--- src/rtl/isa_imem_loader_pkg.sv ---
// ---------------------------------------------------------------------------
// isa_imem_loader_pkg
//
// Shared definitions for the instruction-memory loader:
//   - loader FSM state type (ST_IDLE, ST_EMIT)
//   - line geometry: lane count, lane width, line-address width
//   - derived widths for the line and for one FIFO entry (data + address)
//   - lane_sel: picks one 32-bit lane out of a 128-bit line
// ---------------------------------------------------------------------------
package isa_imem_loader_pkg;

    localparam int LANES   = 4;
    localparam int LANE_W  = 32;
    localparam int LINE_AW = 16;
    localparam int LINE_W  = LANES * LANE_W;
    localparam int ENTRY_W = LINE_W + LINE_AW;

    // Two-bit encoding leaves spare codes that the FSM folds back to idle.
    typedef enum logic [1:0] {
        ST_IDLE = 2'b00,
        ST_EMIT = 2'b01
    } state_e;

    // Lane k of a line occupies bits [32k+31:32k].
    function automatic logic [LANE_W-1:0] lane_sel(
        input logic [LINE_W-1:0] line,
        input logic [1:0]        idx
    );
        logic [LANE_W-1:0] w;
        case (idx)
            2'd0:    w = line[0*LANE_W +: LANE_W];
            2'd1:    w = line[1*LANE_W +: LANE_W];
            2'd2:    w = line[2*LANE_W +: LANE_W];
            default: w = line[3*LANE_W +: LANE_W];
        endcase
        return w;
    endfunction

endpackage

--- src/rtl/isa_line_fifo.sv ---
// ---------------------------------------------------------------------------
// isa_line_fifo
//
// Synchronous register-array FIFO holding instruction lines (data + address).
// Binary read/write pointers carry one extra wrap bit so full and empty can
// be told apart without a separate counter. The caller guarantees that push
// is only asserted when there is room (or a pop happens on the same edge)
// and that pop is only asserted when the FIFO is non-empty.
//
// Ports:
//   clk_cpu  in   clock
//   rstn     in   asynchronous active-low reset; pointers return to 0
//   push_i   in   write wdata_i at the tail on this edge
//   wdata_i  in   WIDTH-bit entry
//   pop_i    in   drop the head entry on this edge
//   rdata_o  out  head entry (valid when empty_o=0)
//   full_o   out  FIFO holds DEPTH entries
//   empty_o  out  FIFO holds no entries
// ---------------------------------------------------------------------------
module isa_line_fifo #(
    parameter int WIDTH = 144,
    parameter int DEPTH = 4
) (
    input  logic             clk_cpu,
    input  logic             rstn,
    input  logic             push_i,
    input  logic [WIDTH-1:0] wdata_i,
    input  logic             pop_i,
    output logic [WIDTH-1:0] rdata_o,
    output logic             full_o,
    output logic             empty_o
);

    localparam int PW = $clog2(DEPTH);

    logic [PW:0]      wr_ptr_q, wr_ptr_d;
    logic [PW:0]      rd_ptr_q, rd_ptr_d;
    logic [WIDTH-1:0] mem_q [DEPTH];
    logic [WIDTH-1:0] mem_d [DEPTH];

    always_comb begin
        mem_d    = mem_q;
        wr_ptr_d = wr_ptr_q;
        rd_ptr_d = rd_ptr_q;
        if (push_i) begin
            mem_d[wr_ptr_q[PW-1:0]] = wdata_i;
            wr_ptr_d                = wr_ptr_q + (PW+1)'(1);
        end
        if (pop_i) begin
            rd_ptr_d = rd_ptr_q + (PW+1)'(1);
        end
    end

    always_ff @(posedge clk_cpu or negedge rstn) begin
        if (!rstn) begin
            wr_ptr_q <= '0;
            rd_ptr_q <= '0;
            for (int i = 0; i < DEPTH; i++) begin
                mem_q[i] <= '0;
            end
        end else begin
            wr_ptr_q <= wr_ptr_d;
            rd_ptr_q <= rd_ptr_d;
            mem_q    <= mem_d;
        end
    end

    // Same slot index with opposite wrap bits means the writer lapped the reader.
    assign full_o  = (wr_ptr_q[PW] != rd_ptr_q[PW]) &&
                     (wr_ptr_q[PW-1:0] == rd_ptr_q[PW-1:0]);
    assign empty_o = (wr_ptr_q == rd_ptr_q);
    assign rdata_o = mem_q[rd_ptr_q[PW-1:0]];

endmodule

--- src/rtl/isa_imem_loader.sv ---
// ---------------------------------------------------------------------------
// isa_imem_loader
//
// Consumer stage on the CPU clock side of the instruction-download path.
// Incoming 128-bit lines (with a 16-bit line address) are queued in a small
// FIFO and written to instruction memory as four 32-bit words through a
// ready-gated write port. Status outputs let the host see when a download
// has fully landed.
//
// Build option:
//   ISA_LOADER_BYTESWAP_EN  when defined, every 32-bit lane is byte-reversed
//                           before it reaches imem_wdata_o; otherwise lanes
//                           pass through unchanged.
//
// Ports:
//   clk_cpu       in   CPU clock
//   rstn          in   asynchronous active-low reset
//   isa_data_i    in   128-bit instruction line
//   isa_wren_i    in   one-cycle line-valid strobe (no backpressure)
//   isa_addr_i    in   16-bit line address
//   imem_we_o     out  instruction-memory write strobe
//   imem_addr_o   out  word address = {line_addr, lane}
//   imem_wdata_o  out  32-bit write data
//   imem_ready_i  in   memory accepts when imem_we_o && imem_ready_i
//   busy_o        out  a line is being written or lines are queued
//   overflow_o    out  sticky: a line was dropped because the FIFO was full
//   words_o       out  accepted-write counter, wraps at 16 bits
// ---------------------------------------------------------------------------
module isa_imem_loader
    import isa_imem_loader_pkg::*;
#(
    parameter int FIFO_DEPTH = 4,
    parameter int IMEM_AW    = 18
) (
    input  logic                 clk_cpu,
    input  logic                 rstn,
    input  logic [LINE_W-1:0]    isa_data_i,
    input  logic                 isa_wren_i,
    input  logic [LINE_AW-1:0]   isa_addr_i,
    output logic                 imem_we_o,
    output logic [IMEM_AW-1:0]   imem_addr_o,
    output logic [LANE_W-1:0]    imem_wdata_o,
    input  logic                 imem_ready_i,
    output logic                 busy_o,
    output logic                 overflow_o,
    output logic [15:0]          words_o
);

    function automatic logic [LANE_W-1:0] swap_lane(input logic [LANE_W-1:0] w);
`ifdef ISA_LOADER_BYTESWAP_EN
        return {w[7:0], w[15:8], w[23:16], w[31:24]};
`else
        return w;
`endif
    endfunction

    function automatic logic [IMEM_AW-1:0] word_addr(
        input logic [LINE_AW-1:0] la,
        input logic [1:0]         lane
    );
        return IMEM_AW'({la, lane});
    endfunction

    state_e               state_q, state_d;
    logic [1:0]           lane_q, lane_d;
    logic [LINE_W-1:0]    line_q, line_d;
    logic [LINE_AW-1:0]   line_addr_q, line_addr_d;
    logic                 we_q, we_d;
    logic [IMEM_AW-1:0]   addr_q, addr_d;
    logic [LANE_W-1:0]    wdata_q, wdata_d;
    logic                 overflow_q, overflow_d;
    logic [15:0]          words_q, words_d;

    logic                 fifo_push;
    logic                 fifo_pop;
    logic                 fifo_full;
    logic                 fifo_empty;
    logic [ENTRY_W-1:0]   fifo_rdata;
    logic [LINE_W-1:0]    head_line;
    logic [LINE_AW-1:0]   head_addr;
    logic                 accept;
    logic                 load_head;
    logic [1:0]           next_lane;

    assign head_line = fifo_rdata[LINE_W-1:0];
    assign head_addr = fifo_rdata[ENTRY_W-1:LINE_W];

    isa_line_fifo #(
        .WIDTH (ENTRY_W),
        .DEPTH (FIFO_DEPTH)
    ) u_line_fifo (
        .clk_cpu (clk_cpu),
        .rstn    (rstn),
        .push_i  (fifo_push),
        .wdata_i ({isa_addr_i, isa_data_i}),
        .pop_i   (fifo_pop),
        .rdata_o (fifo_rdata),
        .full_o  (fifo_full),
        .empty_o (fifo_empty)
    );

    // Next-state logic for the write FSM. load_head marks the cases where the
    // FIFO head is popped straight into the output registers as lane 0; this
    // happens from idle and also on the last lane of a line so consecutive
    // lines stream without a gap.
    always_comb begin
        state_d     = state_q;
        lane_d      = lane_q;
        line_d      = line_q;
        line_addr_d = line_addr_q;
        we_d        = we_q;
        addr_d      = addr_q;
        wdata_d     = wdata_q;
        words_d     = words_q;
        load_head   = 1'b0;
        next_lane   = lane_q + 2'd1;
        accept      = we_q & imem_ready_i;

        if (accept) begin
            words_d = words_q + 16'd1;
        end

        case (state_q)
            ST_IDLE: begin
                we_d = 1'b0;
                if (!fifo_empty) begin
                    load_head = 1'b1;
                end
            end
            ST_EMIT: begin
                if (accept) begin
                    if (lane_q != 2'd3) begin
                        lane_d  = next_lane;
                        addr_d  = word_addr(line_addr_q, next_lane);
                        wdata_d = swap_lane(lane_sel(line_q, next_lane));
                    end else if (!fifo_empty) begin
                        load_head = 1'b1;
                    end else begin
                        we_d    = 1'b0;
                        state_d = ST_IDLE;
                    end
                end
            end
            default: begin
                we_d    = 1'b0;
                state_d = ST_IDLE;
            end
        endcase

        if (load_head) begin
            line_d      = head_line;
            line_addr_d = head_addr;
            lane_d      = 2'd0;
            we_d        = 1'b1;
            addr_d      = word_addr(head_addr, 2'd0);
            wdata_d     = swap_lane(lane_sel(head_line, 2'd0));
            state_d     = ST_EMIT;
        end
    end

    // A full FIFO still takes a line when the head leaves on the same edge;
    // anything else arriving while full is lost and latched as overflow.
    always_comb begin
        fifo_pop   = load_head;
        fifo_push  = isa_wren_i & (~fifo_full | fifo_pop);
        overflow_d = overflow_q | (isa_wren_i & ~fifo_push);
    end

    // All state and memory-port outputs are registered here.
    always_ff @(posedge clk_cpu or negedge rstn) begin
        if (!rstn) begin
            state_q     <= ST_IDLE;
            lane_q      <= 2'd0;
            line_q      <= '0;
            line_addr_q <= '0;
            we_q        <= 1'b0;
            addr_q      <= '0;
            wdata_q     <= '0;
            overflow_q  <= 1'b0;
            words_q     <= '0;
        end else begin
            state_q     <= state_d;
            lane_q      <= lane_d;
            line_q      <= line_d;
            line_addr_q <= line_addr_d;
            we_q        <= we_d;
            addr_q      <= addr_d;
            wdata_q     <= wdata_d;
            overflow_q  <= overflow_d;
            words_q     <= words_d;
        end
    end

    assign imem_we_o    = we_q;
    assign imem_addr_o  = addr_q;
    assign imem_wdata_o = wdata_q;
    assign overflow_o   = overflow_q;
    assign words_o      = words_q;
    assign busy_o       = (state_q == ST_EMIT) | ~fifo_empty;

endmodule
--- config.mk ---
export PLATFORM = sky130hd
export DESIGN_NAME = isa_imem_loader
export DESIGN_NICKNAME = d
export VERILOG_FILES = /design/src/rtl/isa_imem_loader_pkg.sv /design/src/rtl/isa_line_fifo.sv /design/src/rtl/isa_imem_loader.sv
export SDC_FILE = /design/constraint.sdc
export NUM_CORES = 1
export LEC_CHECK = 0
export CAP_MARGIN = 30
export CELL_PAD_IN_SITES_DETAIL_PLACEMENT = 0
export CELL_PAD_IN_SITES_GLOBAL_PLACEMENT = 2
export CORE_AREA = 2 2 336 238
export DETAILED_ROUTE_END_ITERATION = 6
export DIE_AREA = 0 0 338 240
export PLACE_DENSITY = 0.92
export SYNTH_ARGS = -nofsm -noshare
export SYNTH_HDL_FRONTEND = slang
export SYNTH_SLANG_ARGS = --single-unit
--- constraint.sdc ---
create_clock -name clk_cpu -period 4.4 [get_ports clk_cpu]
set_clock_uncertainty 0.2 [all_clocks]
set_input_delay 0.44 -clock clk_cpu [delete_from_list [all_inputs] [get_ports clk_cpu]]
set_output_delay 0.44 -clock clk_cpu [all_outputs]
set_load 0.03 [all_outputs]
# After elaboration in Yosys (flattened, before gate mapping)
# Cells that the tools add are included.
# word_totals
reg_bits	798
latchBits	0
ramBits	0
romBits	0
inputBits	148
n_memories	0
# op_classes
addsub	4
multipliers	0
div	0
n_lt_le_gt_ge	3
n_eq_ne	11
shift	0
mux	33
bitwise_logic	11
n_reduce_logical	10
# ops
operator	count
576-bit bitwise mux	1
144-bit 2-to-1 mux	3
144-bit binary-select mux with 2-bit select	1
144-bit demux with 2-bit select	1
32-bit 2-to-1 mux	4
32-bit case mux with 3 select lines	1
18-bit 2-to-1 mux	4
16-bit by 1-bit adder with 16-bit output, second input constant	1
2-bit 2-to-1 mux	8
3-bit inequality test, second input constant	3
1-bit 2-to-1 mux	8
3-bit by 1-bit adder with 3-bit output, second input constant	2
3-bit greater-or-equal comparator, second input constant	2
2-bit inverter with 3-bit output	2
3-bit AND reduction	2
2-bit nonzero test	3
2-bit by 1-bit == test with 1-bit output, second input constant	2
2-bit logical NOT	2
2-bit inequality test, second input constant	2
2-bit case mux with 2 select lines	1
4-bit AND reduction	1
1-bit AND	3
3-bit == test	1
3-bit by 1-bit < comparator with 1-bit output, second input constant	1
other kinds (8)	13

# Longest topological paths before layout
# Gate-level depths: netlist (run 1).
# depth
depth_word	10
mapped_depth	8
depth_no_buf	6

# By module
# From an unflattened synthesis (run 1), not the netlist that was laid out.
# hier_totals
hier_cells	2373
hier_area_um2	34418.0
# by_module_without_submodules
module	n_inst	cells_per_inst	area_each_um2	seq_area_each_um2
isa_line_fifo	1	1419	25144.1	14564.0
isa_imem_loader	1	954	9273.9	5330.1

# Worst setup path before layout (run 1)
# OpenSTA, ideal clock, no wires.
# synth_path
path_kind	reg2reg
startpoint	register lane_q[0]
endpoint	register u_line_fifo.mem_q[100] (netlist name)
arrival_ns	2.157
setup_slack_ns	1.917
stages_incl_launch_ff	9
period_less_slack_ns	2.483
cell_sequence	dfrtp_1 > ha_1 > and3_1 > nor2_2 > a21oi_1 > buf_4 > buf_6 > buf_6 > mux2_4
# synth_via
elab_chain_len	6
# synth_rtl
item	line_no	rtl
from (decl)	isa_imem_loader.sv:65	logic [1:0] lane_q, lane_d;
from (signal assigned)	isa_imem_loader.sv:183	lane_q <= lane_d;
2-bit inequality test	isa_imem_loader.sv:132	if (lane_q != 2'd3) begin
1-bit 2-to-1 mux	isa_imem_loader.sv:132	
1-bit 2-to-1 mux	isa_imem_loader.sv:131	if (accept) begin
1-bit case mux with 2 select lines	isa_imem_loader.sv:123	case (state_q)
1-bit OR	isa_imem_loader.sv:165	fifo_push = isa_wren_i & (~fifo_full | fifo_pop);
1-bit AND	isa_imem_loader.sv:165	
to (signal assigned)	isa_line_fifo.sv:64	mem_q <= mem_d;
to (decl)	isa_line_fifo.sv:38	logic [WIDTH-1:0] mem_q [DEPTH];
# Every way passes these cells.
# A chain may end at the register's enable or synchronous reset.

# Final worst setup path (run 1)
# layout_path
startpoint	register u_line_fifo.rd_ptr_q[1]
endpoint	output port busy_o
# layout_via
elab_chain_len	3
# layout_rtl
item	line_no	rtl
from (decl)	isa_line_fifo.sv:37	logic [PW:0] rd_ptr_q, rd_ptr_d;
from (signal assigned)	isa_line_fifo.sv:63	rd_ptr_q <= rd_ptr_d;
3-bit == test	isa_line_fifo.sv:71	assign empty_o = (wr_ptr_q == rd_ptr_q);
1-bit inverter	isa_imem_loader.sv:199	assign busy_o = (state_q == ST_EMIT) | ~fifo_empty;
1-bit OR	isa_imem_loader.sv:199	
to (decl)	isa_imem_loader.sv:44	output logic busy_o,
# Every way passes these cells.

==> results by group, run 1 <==
Clock network
  • Skew-Pair Late Insertion Delay: 630 ps
  • Register clock-pin slew on the reported worst setup and hold paths: 60 ps
  • Post-cts resize count: 0
  • Root buf cell: clkbuf_16
  • CTS Buf Count: 80
  • CTS Buffer Depth: 3
  • CTS tree: done
  • CTS Sinks: 795
  • H-tree Lvls: 3

Routing
  • Routed wire length: 88900 um
  • Final ANT Viol Nets: 0
  • # DRC: 25
  • DRT iter0 DRCs: 1935
  • Pre-antenna DRT Iters: 7
  • DR vias/cell: 5.64
  • Wire length per cell: 23.7 um
  • Routed via count: 21.2k

Yosys
  • Synthesized net count: 2615
  • Netlist Area Pre-Place: 0.0349 mm^2
  • Seq/Total Area, Yosys: 0.570
  • Mapped Cells: 2456
  • Yosys reg bits: 795
  • Yosys warnings: 0
  • Post-synthesis cell type count: 42
  • Syn_area_per_cell: 14.2 um^2

Timing
  • Fin crit share: 0.804
  • Worst rel slew slack: 0.336
  • Worst-Margin Slew: 996 ps
  • Maximum clock frequency: 283 MHz
  • Final min period: 3540 ps
  • RSZ-0062 raised after global routing: no
  • Post-route setup TNS: 0 ps
  • Final Hold Fails: 0
  • Number of setup violations in the final report: 0
  • Fin. max-slew vios: 0

Floorplan
  • Core ar.: 0.0780 mm^2
  • Starting Density: 0.447
  • FP Rows: 86
  • Ports: 217
  • Die area: 0.0811 mm^2
  • Die width: 338 um
  • Die height: 240 um

Setup path
  • Cells along the critical path: xor2_2 > nor3_4 > nand2_1 > clkdlybuf4s50_1
  • CP required: 3760 ps
  • Crit. End Element: output pin
  • Max incr delay on CP: 820 ps
  • Buf/Inv on CP: 1
  • CP delay by family, top: flip-flops
  • Critical Path AT: 2900 ps
  • Critical path class: register to output pin
  • Critical-path maximum fanout: 34
  • Critical-path top delay cell: dfrtp_4
  • Setup crit start kind: register

Pwr
  • Total power: 24.7 mW
  • P_leak: 17.8 nW
  • P per Cell Area: 603 mW/mm^2
  • Flop pwr share: 0.465
  • Switching power: 6.89 mW
  • VDD IR-drop max: 0.384 mV
  • Clock power share: 0.275
  • Internal power: 17.8 mW
  • Logic pwr share: 0.259
  • Switching share of power: 0.279

Global routing
  • Pin count of the biggest net entering global routing: 117
  • First-pass GRT wire length: 138000 um
  • Total gr overflow: 0
  • GR Util All Layers: 0.225
  • Antenna violations before repair: 7
  • Vias in the first global route: 22.3k

Placement
  • GP Congestion: 0.850
  • IO Port Bufs: 216
  • Final HPWL DP: 58300 um

Cells and area
  • Share of layout cells above drive strength 1: 0.272
  • Area Overhead vs Synth: 17.2%
  • # nets final: 2795
  • Fillers: 6350

Outcome
  • Failing checks: design-rule violations
  • Status: finished, violations left

Job
  • Max-cap violations: 0

Worst hold path
  • Worst Hold Class: primary input to async pin
## sequential cells by signal, indices dropped and copies added, names as in the netlist
name	cells
imem_addr_o	17
imem_wdata_o	32
imem_we_o	1
lane_q	1
line_addr_q	16
line_q	128
overflow_o	1
state_q	1
u_line_fifo.mem_q	576
u_line_fifo.rd_ptr_q	3
u_line_fifo.wr_ptr_q	3
words_o	16
## path summary, 6_finish.rpt
| check | cells past startpoint | to | startpoint | slack, ps |
|---|---|---|---|---|
| min | 2 | words_o[12]$_DFFE_PN0P_ | rstn | 240 |
| max in group asynchronous | 3 | u_line_fifo.mem_q[481]$_DFFE_PN0P_ | rstn | 2500 |
| min reg2reg | 2 | line_addr_q[10]$_DFFE_PN0P_ | line_addr_q[10]$_DFFE_PN0P_ | 270 |
| max reg2reg | 5 | u_line_fifo.mem_q[480]$_DFFE_PN0P_ | u_line_fifo.rd_ptr_q[1]$_DFFE_PN0P_ | 1130 |
| max | 4 | busy_o | u_line_fifo.rd_ptr_q[1]$_DFFE_PN0P_ | 860 |
| min in group clk_cpu | 2 | line_addr_q[10]$_DFFE_PN0P_ | line_addr_q[10]$_DFFE_PN0P_ | 270 |
## cell type report
class	instances	area, um^2	area share
clock inverters	26	220	0.00539
clock buffers	119	2400	0.0588
multi-input cells	1457	14000	0.344
well taps	1056	1320	0.0323
inverters	39	146	0.00358
flip-flops and latches	795	19900	0.487
diodes	5	12.5	0.000306
repair buffers	263	2820	0.0690
## power by group through the flow
stage,clock network (mW),registers (mW),logic [mW]
global route,7.27,11.8,6.85
CTS,6.95,11.4,6.47
floorplan,0,11.0,4.85
global placement,0,11.3,6.15
finish,6.79,11.5,6.40
detailed placement,0,11.6,6.43
## metrics by stage
step	setup WS, ps	util	hold WS [ps]	instance area [um^2]	instances
after floorplan	1920	-	-55.6	34900	2456
after global placement	1220	0.490	257	38200	3608
after detailed placement	1170	0.490	262	38200	3608
after CTS	800	0.523	256	40800	3754
after global routing	767	0.524	287	40900	3758
final	864	0.524	240	40900	3760
## cells in the mapped netlist
cell type	number	area, um^2
a21boi_0	1	7.51
a21o_1	32	240
a21oi_1	18	90.1
a21oi_2	1	8.76
a21oi_4	2	32.5
a222oi_1	64	641
a22oi_1	1	7.51
a31o_2	1	8.76
a32oi_1	1	8.76
and3_1	5	31.3
and3b_1	2	17.5
and4_1	1	8.76
buf_1	5	18.8
buf_2	65	325
buf_4	17	128
buf_6	12	135
clkbuf_1	66	248
dfrtp_1	795	19900
ha_1	11	138
inv_1	39	146
mux2_1	180	2030
mux2_2	348	3920
mux2_4	50	751
mux2i_1	48	480
mux4_2	144	3240
nand2_1	382	1430
nand2b_1	1	6.26
nand3_1	8	40.0
nand4_1	4	25.0
nor2_1	81	304
nor2_2	1	6.26
nor3_1	4	20.0
nor3_2	1	10.0
nor3_4	1	16.3
o21a_1	1	7.51
o21ai_0	35	175
o32a_1	1	10.0
o32ai_1	1	8.76
o41ai_4	1	27.5
xnor2_1	16	140
xor2_1	7	61.3
xor2_2	2	32.5
## routing by layer
metal / routed length, um / global-route usage
met5: 30 / 0
met4: 1940 / 0.0652
met3: 5560 / 0.0461
met2: 41300 / 0.342
met1: 40200 / 0.328
## cell usage in the layout, fill, tap and decap left out, types with 4 or more instances in the layout
| cell | n |
|---|---|
| dfrtp_1 | 793 |
| nand2_1 | 382 |
| mux2_2 | 348 |
| clkdlybuf4s50_1 | 215 |
| mux2_1 | 180 |
| mux4_2 | 144 |
| clkbuf_16 | 84 |
| nor2_1 | 81 |
| a222oi_1 | 64 |
| mux2_4 | 50 |
| mux2i_1 | 48 |
| inv_1 | 39 |
| o21ai_0 | 35 |
| a21o_1 | 32 |
| buf_4 | 23 |
| buf_12 | 22 |
| clkbuf_1 | 18 |
| a21oi_1 | 17 |
| clkbuf_8 | 17 |
| xnor2_1 | 16 |
| clkinv_2 | 15 |
| ha_1 | 9 |
| nand3_1 | 8 |
| xor2_1 | 7 |
| diode_2 | 5 |
| and3_1 | 5 |
| nor3_1 | 4 |
| nand4_1 | 4 |
| a21oi_4 | 4 |
## cells by family after synthesis
kind of cell | count (synthesis) | synth area share
DFF | 795 | 0.570
muxes | 770 | 0.299
and+or+nand+nor | 491 | 0.0550
buffers and inverters | 204 | 0.0287
AOI/OAI and AO/OA | 160 | 0.0365
xor gates and xnor gates | 25 | 0.00671
adders and majority gates | 11 | 0.00395
## timing repair
action / in CTS / in global routing
endpoints found under the hold margin: 92 / 0
buffers inserted: 0 / 0
hold buffers: 1 / 0
Power figures use the tool's default switching activity.
==> run 2, diff against run 1 <==
CORE_AREA = 2 2 344 244   (was 2 2 336 238)
DIE_AREA = 0 0 346 246   (was 0 0 338 240)
PLACE_DENSITY = 0.88   (was 0.92)
clock period = 3.58 ns   (was 4.4 ns; I/O delays follow)
==> results by group, run 2 (synthesis results as in run 1) <==
Pwr
  • Flop pwr share: 0.464
  • Clock power share: 0.277
  • Logic pwr share: 0.259
  • Internal power: 21.9 mW
  • P_leak: 18.0 nW
  • P per Cell Area: 739 mW/mm^2
  • Switching power: 8.48 mW
  • Switching share of power: 0.279
  • VDD IR-drop max: 0.367 mV

Timing
  • Maximum clock frequency: 311 MHz
  • Worst-Margin Slew: 979 ps
  • RSZ-0062 raised after global routing: no
  • Post-route setup TNS: 0 ps
  • Min Hold Slack: 203 ps
  • Fin. max-slew vios: 0
  • Number of setup violations in the final report: 0
  • Fin crit share: 0.898
  • Final Hold Fails: 0
  • Final setup margin: 364 ps
  • Final min period: 3220 ps
  • Worst rel slew slack: 0.347

Routing
  • DR vias/cell: 5.61
  • Pre-antenna DRT Iters: 7
  • Routed via count: 21.4k
  • DRT iter0 DRCs: 1835
  • # DRC: 2
  • Final ANT Viol Nets: 0
  • Wire length per cell: 24.2 um
  • Routed wire length: 92300 um

Setup path
  • Critical-path maximum fanout: 11
  • Critical Path AT: 2660 ps
  • Critical path class: register to output pin
  • Crit. End Element: output pin
  • CP required: 3020 ps
  • Setup crit start kind: register

Clock network
  • Register clock-pin slew on the reported worst setup and hold paths: 70 ps
  • Root buf cell: clkbuf_16
  • CTS Buf Count: 79
  • CTS Buffer Depth: 3
  • CTS tree: done
  • Skew-Pair Late Insertion Delay: 650 ps
  • H-tree Lvls: 3
  • Post-cts resize count: 0
  • CTS Sinks: 795

Outcome
  • Status: finished, violations left
  • Failing checks: design-rule violations

Cells and area
  • Commonest cells after routing, fill and taps aside: dfrtp_1 (793), nand2_1 (382), mux2_2 (348)
  • Most common cell after layout, fill and taps aside: dfrtp_1
  • # nets final: 2816
  • Multi-input gate area: 0.0140 mm^2
  • Max reg flops: 576
  • Area Overhead vs Synth: 17.9%
  • Register area: 0.0199 mm^2
  • Top reg by flops: u_line_fifo.mem_q
  • Fillers: 6828
  • Share of layout cells above drive strength 1: 0.277

Global routing
  • Vias in the first global route: 22.9k
  • GR Util All Layers: 0.221
  • Pin count of the biggest net entering global routing: 105
  • Antenna violations before repair: 12
  • Total gr overflow: 0
  • First-pass GRT wire length: 143000 um

Floorplan
  • Die height: 246 um
  • Core ar.: 0.0817 mm^2
  • Ports: 217
  • Die width: 346 um
  • FP Rows: 88
  • Die area: 0.0851 mm^2
  • Starting Density: 0.427

Worst hold path
  • Worst Hold Class: primary input to register

Job
  • Max-cap violations: 0

Placement
  • IO Port Bufs: 216
  • Final HPWL DP: 60900 um
  • GP Congestion: 0.812
  • Place WS: 602 ps
[run 2: cell count changes in the layout (fill, tap and decap cells not counted), moves of 3 or more]
cell | previous run | this run
diode_2 | 5 | 8
clkbuf_16 | 84 | 80
buf_4 | 23 | 39
bufinv_16 | 2 | 5
buf_12 | 22 | 28
[run 2: area by class of cell]
class | count | share of cell area
Antenna cell | 8 | 0.000487
Clock buffer | 113 | 0.0553
Clock inverter | 30 | 0.00834
Inverter | 39 | 0.00356
Multi-Input combinational cell | 1457 | 0.341
Sequential cell | 795 | 0.484
Tap cell | 1080 | 0.0329
Timing Repair Buffer | 285 | 0.0741
[run 2: worst paths after layout]
| check | endpoint | cells after the start | slack [ps] | start |
|---|---|---|---|---|
| max in group asynchronous | u_line_fifo.mem_q[566]$_DFFE_PN0P_ | 3 | 1900 | rstn |
| hold / removal | u_line_fifo.mem_q[406]$_DFFE_PN0P_ | 2 | 200 | isa_data_i[118] |
| setup / recovery | busy_o | 4 | 360 | u_line_fifo.rd_ptr_q[0]$_DFFE_PN0P_ |
| min in group asynchronous | overflow_o$_DFF_PN0_ | 2 | 220 | rstn |
| setup reg to reg | u_line_fifo.mem_q[183]$_DFFE_PN0P_ | 6 | 690 | imem_addr_o[1]$_DFFE_PN0P_ |
| hold reg to reg | words_o[15]$_DFFE_PN0P_ | 1 | 270 | words_o[15]$_DFFE_PN0P_ |
[run 2: per-layer routing]
layer,global-route usage,up-vias,share of wire
met5,0,-,0.00030
met4,0.0568,4,0.021
met3,0.0423,128,0.061
met2,0.341,626,0.46
met1,0.321,11400,0.46
li1,-,9224,-
[run 2: power by group through the flow]
stage / Sequential [mW] / Combinational [mW] / Clock, mW
after global placement: 13.8 / 7.54 / 0
final: 14.1 / 7.87 / 8.41
after global routing: 14.5 / 8.43 / 8.98
after CTS: 14.1 / 7.96 / 8.60
after detailed placement: 14.2 / 7.92 / 0
after floorplan: 13.5 / 5.96 / 0
[run 2: through the flow]
stage / power, mW / util / instance area [um^2] / instances
after floorplan: 19.5 / - / 34900 / 2456
after global placement: 21.4 / 0.471 / 38500 / 3654
after detailed placement: 22.1 / 0.471 / 38500 / 3655
after CTS: 30.6 / 0.503 / 41100 / 3799
after global routing: 31.9 / 0.503 / 41100 / 3803
final: 30.4 / 0.503 / 41100 / 3807
[run 2: repair_timing]
item                      in CTS  in global routing
hold endpoints to repair      76                  0
buffers inserted               0                  0
hold buffers                   1                  0
[run 2: worst max-delay path: stages, from the launching register on]
cell and delay, ps:
dfrtp_4 590, xor2_2 480, nor3_4 50, nand2_1 190
clkdlybuf4s50_1 700
==> run 3, diff against run 2 <==
CORE_AREA = 2 2 336 238   (was 2 2 344 244)
DIE_AREA = 0 0 338 240   (was 0 0 346 246)
PLACE_DENSITY = 0.92   (was 0.88)
SLEW_MARGIN = 15   (was not set)
clock period = 4 ns   (was 3.58 ns; I/O delays follow)
==> results by group, run 3 (synthesis results as in run 1) <==
Setup path
  • Critical path class: register to output pin
  • Max incr delay on CP: 700 ps
  • Buf/Inv on CP: 1
  • R2R Path Start: u_line_fifo.rd_ptr_q[0]$_DFFE_PN0P_
  • Flop2flop setup slack: 1060 ps
  • Critical-path maximum fanout: 17
  • Crit. End Element: output pin
  • Cells along the critical path: xor2_2 > nor3_4 > nand2_1 > clkdlybuf4s50_1
  • CP required: 3400 ps
  • Reg2reg path depth: 4
  • Reg2Reg Capture Point: imem_wdata_o[23]$_DFFE_PN0P_
  • Critical Path AT: 2720 ps
  • Critical-path top delay cell: clkdlybuf4s50_1
  • Setup crit start kind: register
  • CP delay by family, top: buffers and inverters

Floorplan
  • Die height: 240 um
  • Starting Density: 0.447
  • Ports: 217
  • Die width: 338 um
  • Die area: 0.0811 mm^2
  • FP Rows: 86
  • Core ar.: 0.0780 mm^2

Clock network
  • Postcts setup bufs: 0
  • Skew-Pair Late Insertion Delay: 640 ps
  • Root buf cell: clkbuf_16
  • CTS Hold Bufs: 1
  • Register clock-pin slew on the reported worst setup and hold paths: 60 ps
  • CTS tree: done
  • CTS Buffer Depth: 3
  • H-tree Lvls: 3
  • CTS Sinks: 795
  • Post-cts resize count: 0
  • CTS Buf Count: 79

Timing
  • RSZ-0062 raised after global routing: no
  • Post-route setup TNS: 0 ps
  • Final Hold Fails: 0
  • Number of setup violations in the final report: 0
  • Final min period: 3320 ps
  • Maximum clock frequency: 301 MHz
  • Fin. max-slew vios: 0
  • Worst-Margin Slew: 1100 ps
  • Worst rel slew slack: 0.269
  • Fin crit share: 0.830

Placement
  • Final HPWL DP: 58000 um
  • GP Congestion: 0.793
  • DP Cell Count: 3612
  • IO Port Bufs: 216

Pwr
  • Switching power: 7.68 mW
  • Logic pwr share: 0.257
  • P_leak: 17.9 nW
  • VDD IR-drop max: 0.438 mV
  • Switching share of power: 0.282
  • Internal power: 19.5 mW
  • Total power: 27.2 mW
  • Flop pwr share: 0.465
  • P per Cell Area: 665 mW/mm^2
  • Clock power share: 0.278

Global routing
  • Pin count of the biggest net entering global routing: 148
  • First-pass GRT wire length: 139000 um
  • Antenna violations before repair: 7
  • GR Util All Layers: 0.227
  • Total gr overflow: 0
  • Vias in the first global route: 22.7k

Routing
  • DR vias/cell: 5.65
  • Wire length per cell: 24.0 um
  • Routed via count: 21.2k
  • Pre-antenna DRT Iters: 6
  • Routed wire length: 90400 um
  • # DRC: 0
  • DRT iter0 DRCs: 1710
  • Final ANT Viol Nets: 0

Worst hold path
  • Worst Hold Class: primary input to async pin

Cells and area
  • Layout Cells excl Fill: 3761
  • Area Overhead vs Synth: 17.3%
  • Max reg flops: 576
  • Most common cell after layout, fill and taps aside: dfrtp_1
  • Share of layout cells above drive strength 1: 0.273
  • Post-Route Utilization: 0.524
  • Commonest cells after routing, fill and taps aside: dfrtp_1 (793), nand2_1 (382), mux2_2 (348)
  • # nets final: 2798
  • Top reg by flops: u_line_fifo.mem_q

Outcome
  • Status: completed

Job
  • Max-cap violations: 0
## run 3: cell count changes in the layout (fill, tap and decap cells not counted), sizes merged
cell and change:
inv -2, bufinv -1, clkinv +2, buf -18, diode -5, clkbuf +2
## run 3: final cells by class
type,count,area [um^2]
Antenna cell,3,7.51
Clock buffer,115,2290
Clock inverter,29,363
Fill cell,6358,37100
Inverter,39,146
Multi-Input combinational cell,1457,14000
Sequential cell,795,19900
Tap cell,1056,1320
Timing Repair Buffer,267,2840
## run 3: power by group through the flow
| stage | clock network, mW | registers (mW) | logic, mW |
|---|---|---|---|
| 2_1_floorplan | 0 | 12.1 | 5.33 |
| 3_3_place_gp | 0 | 12.4 | 6.67 |
| 3_5_place_dp | 0 | 12.7 | 7.02 |
| 4_1_cts | 7.72 | 12.6 | 7.07 |
| 5_1_grt | 8.04 | 13.0 | 7.50 |
| 6_report | 7.55 | 12.6 | 7.00 |
## run 3: routing by layer
metal	part of all wire	vias to the layer above	GRT usage
met5	0.00044	-	0
li1	-	9174	-
met4	0.022	6	0.0624
met3	0.071	121	0.0518
met1	0.44	11300	0.322
met2	0.46	629	0.351
## run 3: worst max path at each step
stage          depth (start not counted)                           startpoint                            endpoint
3_5_place_dp                           7                         imem_ready_i        imem_wdata_o[23]$_DFFE_PN0P_
3_3_place_gp                           6                         imem_ready_i   u_line_fifo.mem_q[51]$_DFFE_PN0P_
4_1_cts                                4  u_line_fifo.rd_ptr_q[0]$_DFFE_PN0P_                              busy_o
5_1_grt                                4  u_line_fifo.rd_ptr_q[0]$_DFFE_PN0P_                              busy_o
6_report                               4  u_line_fifo.rd_ptr_q[0]$_DFFE_PN0P_                              busy_o
2_1_floorplan                          8                lane_q[0]$_DFFE_PN0P_  u_line_fifo.mem_q[100]$_DFFE_PN0P_
## run 3: per-stage QoR
stage / instance area (um^2) / hold WS, ps / setup WS, ps
after floorplan: 34900 / -95.6 / 1520
after global placement: 38200 / 258 / 1050
after detailed placement: 38200 / 262 / 986
after CTS: 40900 / 205 / 621
after global routing: 40900 / 209 / 582
final: 40900 / 146 / 681
